## config.mk

```make
export PLATFORM = sky130hd
export DESIGN_NAME = ccd_cfg_sequencer
export DESIGN_NICKNAME = d
export VERILOG_FILES = /design/src/rtl/ccd_cfg_sequencer.sv
export SDC_FILE = /design/constraint.sdc
export NUM_CORES = 1
export LEC_CHECK = 0
export ABC_AREA = 1
export BUFFER_PORTS_ARGS = -buffer_cell sky130_fd_sc_hd__buf_4
export CAP_MARGIN = 20
export CORE_AREA = 2 2 151 153
export CTS_BUF_LIST = sky130_fd_sc_hd__clkbuf_16
export DETAILED_ROUTE_END_ITERATION = 12
export DIE_AREA = 0 0 153 155
export GPL_TIMING_DRIVEN = 0
export PLACE_DENSITY = 0.83
export SKIP_CTS_REPAIR_TIMING = 1
export SYNTH_ARGS = -nofsm -noshare
export SYNTH_HDL_FRONTEND = slang
export SYNTH_SLANG_ARGS = --single-unit
export TNS_END_PERCENT = 1
```

## constraint.sdc

```tcl
create_clock -name CLK_SYS -period 2.8 [get_ports CLK_SYS]
set_input_delay 0.14 -clock CLK_SYS [delete_from_list [all_inputs] [get_ports CLK_SYS]]
set_output_delay 0.14 -clock CLK_SYS [all_outputs]
set_load 0.01 [all_outputs]
```

## src/rtl/ccd_cfg_sequencer.sv

```systemverilog
// UART command decoder and frame-aligned configuration scheduler for the CCD201 timing path.
// Commands are validated and staged here; all staged fields commit together at a frame boundary.
module ccd_cfg_sequencer #(
  parameter int          INTEG_MIN    = 760,
  parameter logic [23:0] SYNC_TIMEOUT = 24'd8_000_000
) (
  input  logic         CLK_SYS,
  input  logic         RST_N,
  input  logic         uart_ready,
  input  logic [255:0] UART_IN,
  input  logic         frame_sync,
  output logic [15:0]  rphi1_pat,
  output logic [15:0]  rphi2_pat,
  output logic [15:0]  rphi3_pat,
  output logic [15:0]  phir_pat,
  output logic [15:0]  rphi2hv_pat,
  output logic [15:0]  pix_pat,
  output logic [15:0]  integ_t,
  output logic         os_select,
  output logic         os_rst,
  output logic         cfg_update,
  output logic         pending,
  output logic         cmd_ack,
  output logic         cmd_err,
  output logic [1:0]   err_code,
  output logic         sync_lost
);

  typedef enum logic [1:0] {S_IDLE, S_ARMED, S_COMMIT} state_t;

  localparam logic [15:0] INTEG_MIN_W = 16'(INTEG_MIN);
  // Field order: rphi1, rphi2, rphi3, phir, rphi2hv, pix, integ_t (index 0..6); os_select is index 7.
  localparam logic [6:0][15:0] RST_VAL = {16'd1059, 16'h00F0, 16'hF003, 16'h2000,
                                          16'h0F80, 16'hF800, 16'h80FF};

  state_t            r_state, w_nxt;
  logic [6:0][15:0]  r_stg, r_act;
  logic              r_stg_os, r_act_os;
  logic [7:0]        r_mask, w_mask_nxt;
  logic [23:0]       r_cnt;
  logic              r_fs1, r_fs2, r_fs3;
  logic              r_pending, r_ack, r_nak, r_cfg_update, r_os_rst, r_sync_lost;
  logic [1:0]        r_err_code;

  logic [15:0] w_op, w_val;
  logic [2:0]  w_idx;
  logic [1:0]  w_err;
  logic        w_is_wr, w_force, w_clr;
  logic        w_acc_wr, w_acc_force, w_acc_clr;
  logic        w_sync_edge, w_timeout, w_set_lost;

  assign w_op  = UART_IN[31:16];
  assign w_val = UART_IN[15:0];

  always_comb begin
    w_idx   = 3'd0;
    w_err   = 2'd0;
    w_is_wr = 1'b0;
    w_force = 1'b0;
    w_clr   = 1'b0;
    if (|UART_IN[255:32]) begin
      w_err = 2'd2;
    end else begin
      case (w_op)
        16'hB1A1: begin w_idx = 3'd0; w_is_wr = 1'b1; end
        16'hB1A2: begin w_idx = 3'd1; w_is_wr = 1'b1; end
        16'hB1A3: begin w_idx = 3'd2; w_is_wr = 1'b1; end
        16'hB1A4: begin w_idx = 3'd3; w_is_wr = 1'b1; end
        16'hB1A5: begin w_idx = 3'd4; w_is_wr = 1'b1; end
        16'hB1A6: begin
          w_idx = 3'd5;
          // A constant pixel pattern would stop the pixel clock entirely.
          if (w_val == 16'h0000 || w_val == 16'hFFFF) w_err = 2'd3;
          else w_is_wr = 1'b1;
        end
        16'hA1A1: begin
          w_idx = 3'd6;
          if (w_val < INTEG_MIN_W) w_err = 2'd3;
          else w_is_wr = 1'b1;
        end
        16'hA0A0: begin
          w_idx = 3'd7;
          if (w_val > 16'd1) w_err = 2'd3;
          else w_is_wr = 1'b1;
        end
        16'hC0C0: w_force = 1'b1;
        16'hC0C1: w_clr   = 1'b1;
        default:  w_err   = 2'd1;
      endcase
    end
  end

  assign w_acc_wr    = uart_ready & w_is_wr;
  assign w_acc_force = uart_ready & w_force;
  assign w_acc_clr   = uart_ready & w_clr;

  assign w_sync_edge = r_fs2 & ~r_fs3;
  assign w_timeout   = (r_cnt == SYNC_TIMEOUT - 24'd1);

  always_comb begin
    w_nxt      = r_state;
    w_set_lost = 1'b0;
    case (r_state)
      S_IDLE: begin
        if (w_acc_force)   w_nxt = S_COMMIT;
        else if (w_acc_wr) w_nxt = S_ARMED;
      end
      S_ARMED: begin
        if (w_sync_edge || w_acc_force) begin
          w_nxt = S_COMMIT;
        end else if (w_timeout) begin
          w_nxt      = S_COMMIT;
          w_set_lost = 1'b1;
        end
      end
      S_COMMIT: w_nxt = w_acc_wr ? S_ARMED : S_IDLE;
      default:  w_nxt = S_IDLE;
    endcase
  end

  // A write landing in the commit cycle survives the mask clear.
  always_comb begin
    w_mask_nxt = (r_state == S_COMMIT) ? 8'd0 : r_mask;
    if (w_acc_wr) w_mask_nxt[w_idx] = 1'b1;
  end

  always_ff @(posedge CLK_SYS or negedge RST_N) begin
    if (!RST_N) begin
      r_state      <= S_IDLE;
      r_stg        <= RST_VAL;
      r_act        <= RST_VAL;
      r_stg_os     <= 1'b0;
      r_act_os     <= 1'b0;
      r_mask       <= 8'd0;
      r_cnt        <= 24'd0;
      r_fs1        <= 1'b0;
      r_fs2        <= 1'b0;
      r_fs3        <= 1'b0;
      r_pending    <= 1'b0;
      r_ack        <= 1'b0;
      r_nak        <= 1'b0;
      r_err_code   <= 2'd0;
      r_cfg_update <= 1'b0;
      r_os_rst     <= 1'b0;
      r_sync_lost  <= 1'b0;
    end else begin
      r_state <= w_nxt;
      r_fs1   <= frame_sync;
      r_fs2   <= r_fs1;
      r_fs3   <= r_fs2;

      if (r_state != S_ARMED)         r_cnt <= 24'd0;
      else if (r_cnt != 24'hFF_FFFF)  r_cnt <= r_cnt + 24'd1;

      if (w_acc_wr) begin
        if (w_idx == 3'd7) r_stg_os <= w_val[0];
        else               r_stg[w_idx] <= w_val;
      end
      r_mask    <= w_mask_nxt;
      r_pending <= (w_mask_nxt != 8'd0);

      r_cfg_update <= (r_state == S_COMMIT);
      r_os_rst     <= (r_state == S_COMMIT) && (r_stg_os != r_act_os);
      if (r_state == S_COMMIT) begin
        r_act    <= r_stg;
        r_act_os <= r_stg_os;
      end

      r_ack <= uart_ready && (w_err == 2'd0);
      r_nak <= uart_ready && (w_err != 2'd0);
      if (uart_ready) r_err_code <= w_err;

      if (w_set_lost)     r_sync_lost <= 1'b1;
      else if (w_acc_clr) r_sync_lost <= 1'b0;
    end
  end

  assign rphi1_pat   = r_act[0];
  assign rphi2_pat   = r_act[1];
  assign rphi3_pat   = r_act[2];
  assign phir_pat    = r_act[3];
  assign rphi2hv_pat = r_act[4];
  assign pix_pat     = r_act[5];
  assign integ_t     = r_act[6];
  assign os_select   = r_act_os;
  assign os_rst      = r_os_rst;
  assign cfg_update  = r_cfg_update;
  assign pending     = r_pending;
  assign cmd_ack     = r_ack;
  assign cmd_err     = r_nak;
  assign err_code    = r_err_code;
  assign sync_lost   = r_sync_lost;

endmodule

```

# Word-level counts from Yosys, hierarchy flattened
# Cells that the tools add are included.
dict set report totals {
  reg_bits 271
  in_bits 260
  output_inout_bits 121
  wordCells 116
}
dict set report op_classes {
  add_sub_neg 1
  order_cmp 4
  n_eq_ne 20
  muxes 36
  n_bitwise 7
  reduce_logical 19
}
# cell n
set ops {}
lappend ops {{$reduce_or A224 Y1} 1}
lappend ops {{$eq A16 B16 Y1 const B} 11}
lappend ops {{$bwmux W112} 1}
lappend ops {{$demux W16 S3} 1}
lappend ops {{$mux W24} 2}
lappend ops {{$add A24 B1 Y24 const B} 1}
lappend ops {{$eq A24 B23 Y1 const B} 1}
lappend ops {{$ne A24 B24 Y1 const B} 1}
lappend ops {{$pmux W3 S7} 1}
lappend ops {{$gt A16 B1 Y1 const B} 1}
lappend ops {{$logic_not A16 Y1} 1}
lappend ops {{$lt A16 B10 Y1 const B} 1}
lappend ops {{$mux W16} 1}
lappend ops {{$mux W2} 8}
lappend ops {{$mux W8} 2}
lappend ops {{$mux W1} 15}
lappend ops {{$or A8 B8 Y8} 1}
lappend ops {{$pmux W2 S4} 1}
lappend ops {{$reduce_bool A8 Y1} 1}
lappend ops {{$reduce_or A7 Y1} 1}
lappend ops {{$ne A3 B3 Y1 const B} 2}
lappend ops {{$pmux W2 S3} 1}
lappend ops {{$reduce_and A2 Y1} 3}
lappend ops {{$reduce_bool A2 Y1} 3}
lappend ops {{other kinds (16)} 25}

# Longest topological paths before layout
dict set report logic_depth {
  ltp_word 10
  mapped_depth 16
  mapped_depth_nobuf 16
}

# Worst setup path before layout
# No wires, ideal clock.
dict set report synth_path {
  path_kind {flip-flop to flip-flop}
  start {register r_cnt[0]}
  end {register r_cnt[12]}
  setup_ps 120
  t_arrival_ps 1617
  t_required_ps 2680
  setup_slack_ps 1063
  path_stages_with_launch 11
  path_buffers 0
  period_less_slack_ps 1737
  path_cell_list {dfrtp_1 ha_1 nand2_1 nor3_1 inv_1 nor2_1 nand2_1 nor3_1 nand3_1 nand2_1 a21oi_1}
}
dict set report synth_between {
  elab_chain_len 3
  word_cells_on_any_way 5
  classes_between {1 x add/sub; 1 x eq/ne; 2 x mux; 1 x reduce/logical}
}
# element line_no
set synth_lines {}
lappend synth_lines {{from (decl)} 40} ;# logic [23:0] r_cnt;
lappend synth_lines {{from (signal assigned)} 153} ;# else if (r_cnt != 24'hFF_FFFF) r_cnt <= r_cnt + 24'd1;
lappend synth_lines {{$add A24 B1 Y24} 153}
lappend synth_lines {{$mux W24} 153}
lappend synth_lines {{$mux W24} 152} ;# if (r_state != S_ARMED) r_cnt <= 24'd0;
# Several ways; a longest one is shown, not always the timed one. The select of a mux whose other input is x is not followed.
# A chain may end at the register's enable or synchronous reset.

# Final worst setup path
dict set report layout_path {
  start {register r_state[1]}
  end {register r_act, in the netlist rphi3_pat[4]}
}
dict set report layout_between {
  elab_chain_len 1
}
# element line_no
set layout_lines {}
lappend layout_lines {{from (decl)} 36} ;# state_t r_state, w_nxt;
lappend layout_lines {{from (signal assigned)} 147} ;# r_state <= w_nxt;
lappend layout_lines {{$eq A2 B2 Y1} 164} ;# if (r_state == S_COMMIT) begin
lappend layout_lines {{to (signal assigned)} 165} ;# r_act <= r_stg;
lappend layout_lines {{to (decl)} 37} ;# logic [6:0][15:0] r_stg, r_act;
# Every way passes these cells.

==> results.txt <==
The largest net degree at the start of global routing is 116. The weighted congestion at the end of routability-driven global placement came out at 0.972. The hold violation total from the final report is 0. The final period utilization came out at 88.2%. The vias per cell came out at 5.29. The count of routing violations after the opening detailed-route iteration is 858. The worst setup path is captured at a flip-flop.

The global-route wire length before repair came out at 61,200 µm. The total cell area at the placement stage came out at 15,500 µm². The dominant combinational cell family by area after synthesis is simple AND/OR/NAND/NOR gates. Measured along the y axis, the die boundary spans 155 µm. The cell count after placement came out at 2,159. The synthesized netlist net count came out at 1,753.

The number of pins with negative max-slew slack in the final report is 0. The post-synthesis instance area came out at 12,300 µm². The fraction of synthesized cell area taken by the top area cell type came out at 41.4%. The tightest hold margin came out at 0.129 ns. The synthesized netlist devotes 8.02% of its cell area to compound gates. The number of flip-flops and latches in the synthesized netlist is 271.

The worst max-slew margin expressed relative to the limit is 28.8%. The count of yosys warnings during synthesis came out at 0. STA puts the critical path data required time at 3.22 ns. The cell at the root of the clock tree is sky130_fd_sc_hd__clkbuf_16. The tightest min-delay check is of the in -> async type.

The maximum operating frequency came out at 0.405 GHz. The residual DRC count came out at 0. Row generation in the floorplan step produced 55 rows. Summing the areas of all xor and xnor instances in the mapped netlist gives 0.0715% of the synthesized area. The post-synthesis sequential area ratio came out at 56.0%. The synthesized netlist devotes 30.6% of its cell area to simple gates. The horizontal extent of the die came out at 153 µm.

The maximum clock path buffer count is 3. The TritonCTS sink count is 271. The type of the worst setup path is reg -> reg. After routing the design area is 16,500 µm². The number of distinct library cells after synthesis is 45. The flow ran to the end, and the final reports show no timing, DRC or antenna violations. The proportion of layout cells with a drive suffix above 1 came out at 30.5%. The total clock buffers created by CTS came out at 27.

The power per standard cell area is 486 nW/µm². The peak supply drop came out at 0.306 mV. The share of the core filled with cells is 74.1%.

The overall via count from detail_route came out at 11,700. The number of non-filler instances in the completed layout came out at 2,217. Setup repair after global routing left no endpoint under its margin. The post-placement setup slack came out at 0.403 ns.

After clock tree synthesis, the clock-pin slew on the worst setup and hold paths is 0.06 ns. The initial antenna violation count came out at 1. The clock skew after layout is 0.0195 ns. The total of max-cap violations is 0. Setup violations remaining at the end of the flow were counted as 0. The number of detailed-routing iterations run before antenna repair came out at 5. The die covers 23,700 µm². Setup total negative slack on the finished layout was measured at 0 ns. The slew at the pin with the worst max-slew slack is 1.06 ns. The global-route total usage across every layer is 32.8%. Input and output buffers added on the ports amount to 380. In this run the static leakage power is 8.35 nW. For this design the top-level I/O count stands at 381. For the worst-skew pair, the clock arrives at the later sink with an insertion delay of 0.54 ns. The area of the core region is 22,200 µm². After legalization and detailed placement, the total HPWL measured 29,700 µm. Once detail routing completed, the nets flagged for antenna violations numbered 0. The mean instance size in the synthesized netlist is 8.21 µm². The completed layout was analyzed and its total power is 8.01 mW. Summing the areas of all fa, ha and maj instances in the mapped netlist gives 0.102% of the synthesized area. The final wirelength is 38,900 µm. The arrival time at the worst endpoint is 2.89 ns. The post-detailed-route wirelength per cell is 17.6 µm. sky130_fd_sc_hd__dfrtp_1 takes more of the synthesized area than any other cell. The initial core utilization is 55.1%. Synthesis handed over a netlist of 1,492 instances. Setup slack on the critical path of the routed design comes to 0.331 ns.

TritonCTS built the clock tree. The layout overhead on the synthesized area is 34.3%. The multiplexer share of the synthesized area came out at 0%. The number of global-route vias before repair came out at 11,700. The maximum fanout count along the critical path is 10. CTS built an H-tree with a depth of 1. STA classifies the critical path startpoint as a flip-flop. The total overflow left after global routing is 0. Ranked by total cell area, the synthesized netlist is headed by sky130_fd_sc_hd__dfrtp_1 (41%), sky130_fd_sc_hd__nand2_1 (18%), sky130_fd_sc_hd__dfstp_2 (15%), sky130_fd_sc_hd__nor2_1 (6.5%), sky130_fd_sc_hd__o21ai_1 (3.2%). The number of nets in the layout came out at 2,170. The worst path needs 2.47 ns of the cycle, external delays included.
cells in the mapped netlist:
library cell and number:
sky130_fd_sc_hd__dfstp_2 68, sky130_fd_sc_hd__nand3_1 30, sky130_fd_sc_hd__nand3_2 6, sky130_fd_sc_hd__clkbuf_1 25, sky130_fd_sc_hd__inv_1 81, sky130_fd_sc_hd__nor3_1 20
sky130_fd_sc_hd__nand2_2 9, sky130_fd_sc_hd__inv_4 1, sky130_fd_sc_hd__a22o_1 1, sky130_fd_sc_hd__buf_6 10, sky130_fd_sc_hd__nor3_2 1, sky130_fd_sc_hd__o21ai_0 32
sky130_fd_sc_hd__o211a_1 1, sky130_fd_sc_hd__a211oi_1 1, sky130_fd_sc_hd__o22ai_1 1, sky130_fd_sc_hd__nand2_8 1, sky130_fd_sc_hd__nand2_1 579, sky130_fd_sc_hd__clkinv_2 1
sky130_fd_sc_hd__nor2_1 212, sky130_fd_sc_hd__nor2_2 6, sky130_fd_sc_hd__dfrtp_1 203, sky130_fd_sc_hd__nor2_8 1, sky130_fd_sc_hd__nor4_1 5, sky130_fd_sc_hd__ha_1 1
sky130_fd_sc_hd__inv_2 11, sky130_fd_sc_hd__a21oi_1 21, sky130_fd_sc_hd__nand3_4 1, sky130_fd_sc_hd__o2111ai_1 1, sky130_fd_sc_hd__or2_4 1, sky130_fd_sc_hd__o221ai_1 1
sky130_fd_sc_hd__buf_4 2, sky130_fd_sc_hd__nor3b_1 2, sky130_fd_sc_hd__a21boi_0 1, sky130_fd_sc_hd__o21ai_1 79, sky130_fd_sc_hd__buf_1 2, sky130_fd_sc_hd__xor2_1 1
sky130_fd_sc_hd__o31ai_1 2, sky130_fd_sc_hd__o21a_1 1, sky130_fd_sc_hd__buf_2 9, sky130_fd_sc_hd__a31oi_1 1, sky130_fd_sc_hd__nor2_4 8, sky130_fd_sc_hd__nand4_1 22
sky130_fd_sc_hd__nand4_2 2, sky130_fd_sc_hd__o21ai_2 27, sky130_fd_sc_hd__and3_1 1
state kept, by name, indices dropped and copies added, names as in the netlist, 2 cells and up:
register	flops
pix_pat	16
integ_t	16
r_mask	8
rphi2hv_pat	16
rphi2_pat	16
rphi1_pat	16
r_cnt	24
err_code	2
phir_pat	16
rphi3_pat	16
r_stg	112
r_state	2
kinds of logic (layout without fill, tap and decap cells):
kind of cell    after synthesis  count (layout)
buf+inv                     142             580
flops                       271             271
other cells                   0               2
simple gates                907             907
fa+ha+maj                     1               1
compound gates              170             170
xor+xnor                      1               1
metal layers:
metal | track usage [%] | share of wire, % | vias to the layer above | wire length, µm
li1 | - | - | 5548 | -
met1 | 42.1 | 40 | 5550 | 15400
met2 | 57.0 | 49 | 539 | 18900
met3 | 6.99 | 9.3 | 80 | 3600
met4 | 8.82 | 2.6 | 0 | 1020
met5 | 0 | 0 | - | 0
final cells by class:
class | count | area (µm²)
clock buffers | 27 | 676
clock inverters | 23 | 193
fillers | 1665 | 5770
flip-flops and latches | 271 | 6870
plain buffers | 48 | 274
inverters | 94 | 357
repair buffers | 388 | 2980
multi-input cells | 1079 | 4760
diodes | 2 | 5.00
well taps | 285 | 357
power by group:
group | leakage (nW) | switching, mW | internal (mW)
registers | 3.50 | 0.00138 | 3.92
clock network | 0.445 | 1.50 | 2.04
logic | 4.41 | 0.269 | 0.276
total | 8.35 | 1.77 | 6.24
critical path: stages (launching register included):
cell	delay (ns)
sky130_fd_sc_hd__dfrtp_1	0.36
sky130_fd_sc_hd__inv_1	0.06
sky130_fd_sc_hd__nor2_1	0.80
sky130_fd_sc_hd__inv_1	0.17
sky130_fd_sc_hd__clkbuf_1	0.40
sky130_fd_sc_hd__clkbuf_1	0.36
sky130_fd_sc_hd__nand2_1	0.15
sky130_fd_sc_hd__nand2_1	0.07
path summary, 6_finish.rpt:
path                                  start           end  slack (ns)  cells after the start
worst max-delay path             r_state[1]  rphi3_pat[4]        0.33                      7
worst min-delay path                  RST_N   pix_pat[11]        0.13                      2
min in group CLK_SYS            UART_IN[29]     sync_lost        0.13                      7
worst max register to register   r_state[1]  rphi3_pat[4]        0.33                      7
max in group asynchronous             RST_N     r_cnt[19]        1.34                      4
worst min register to register        r_fs1         r_fs2        0.35                      0
cells in the final DEF (no fill, tap or decap), types with 22 or more instances in the layout:
| cell | netlist | final |
|---|---|---|
| sky130_fd_sc_hd__clkbuf_1 | 25 | 25 |
| sky130_fd_sc_hd__nor2_1 | 212 | 212 |
| sky130_fd_sc_hd__clkbuf_16 | 0 | 27 |
| sky130_fd_sc_hd__inv_1 | 81 | 85 |
| sky130_fd_sc_hd__dfstp_2 | 68 | 68 |
| sky130_fd_sc_hd__o21ai_0 | 32 | 32 |
| sky130_fd_sc_hd__nand3_1 | 30 | 30 |
| sky130_fd_sc_hd__nand4_1 | 22 | 22 |
| sky130_fd_sc_hd__o21ai_1 | 79 | 79 |
| sky130_fd_sc_hd__dfrtp_1 | 203 | 203 |
| sky130_fd_sc_hd__o21ai_2 | 27 | 27 |
| sky130_fd_sc_hd__buf_4 | 2 | 381 |
| sky130_fd_sc_hd__nand2_1 | 579 | 579 |
(Power assumes the default switching activity.)
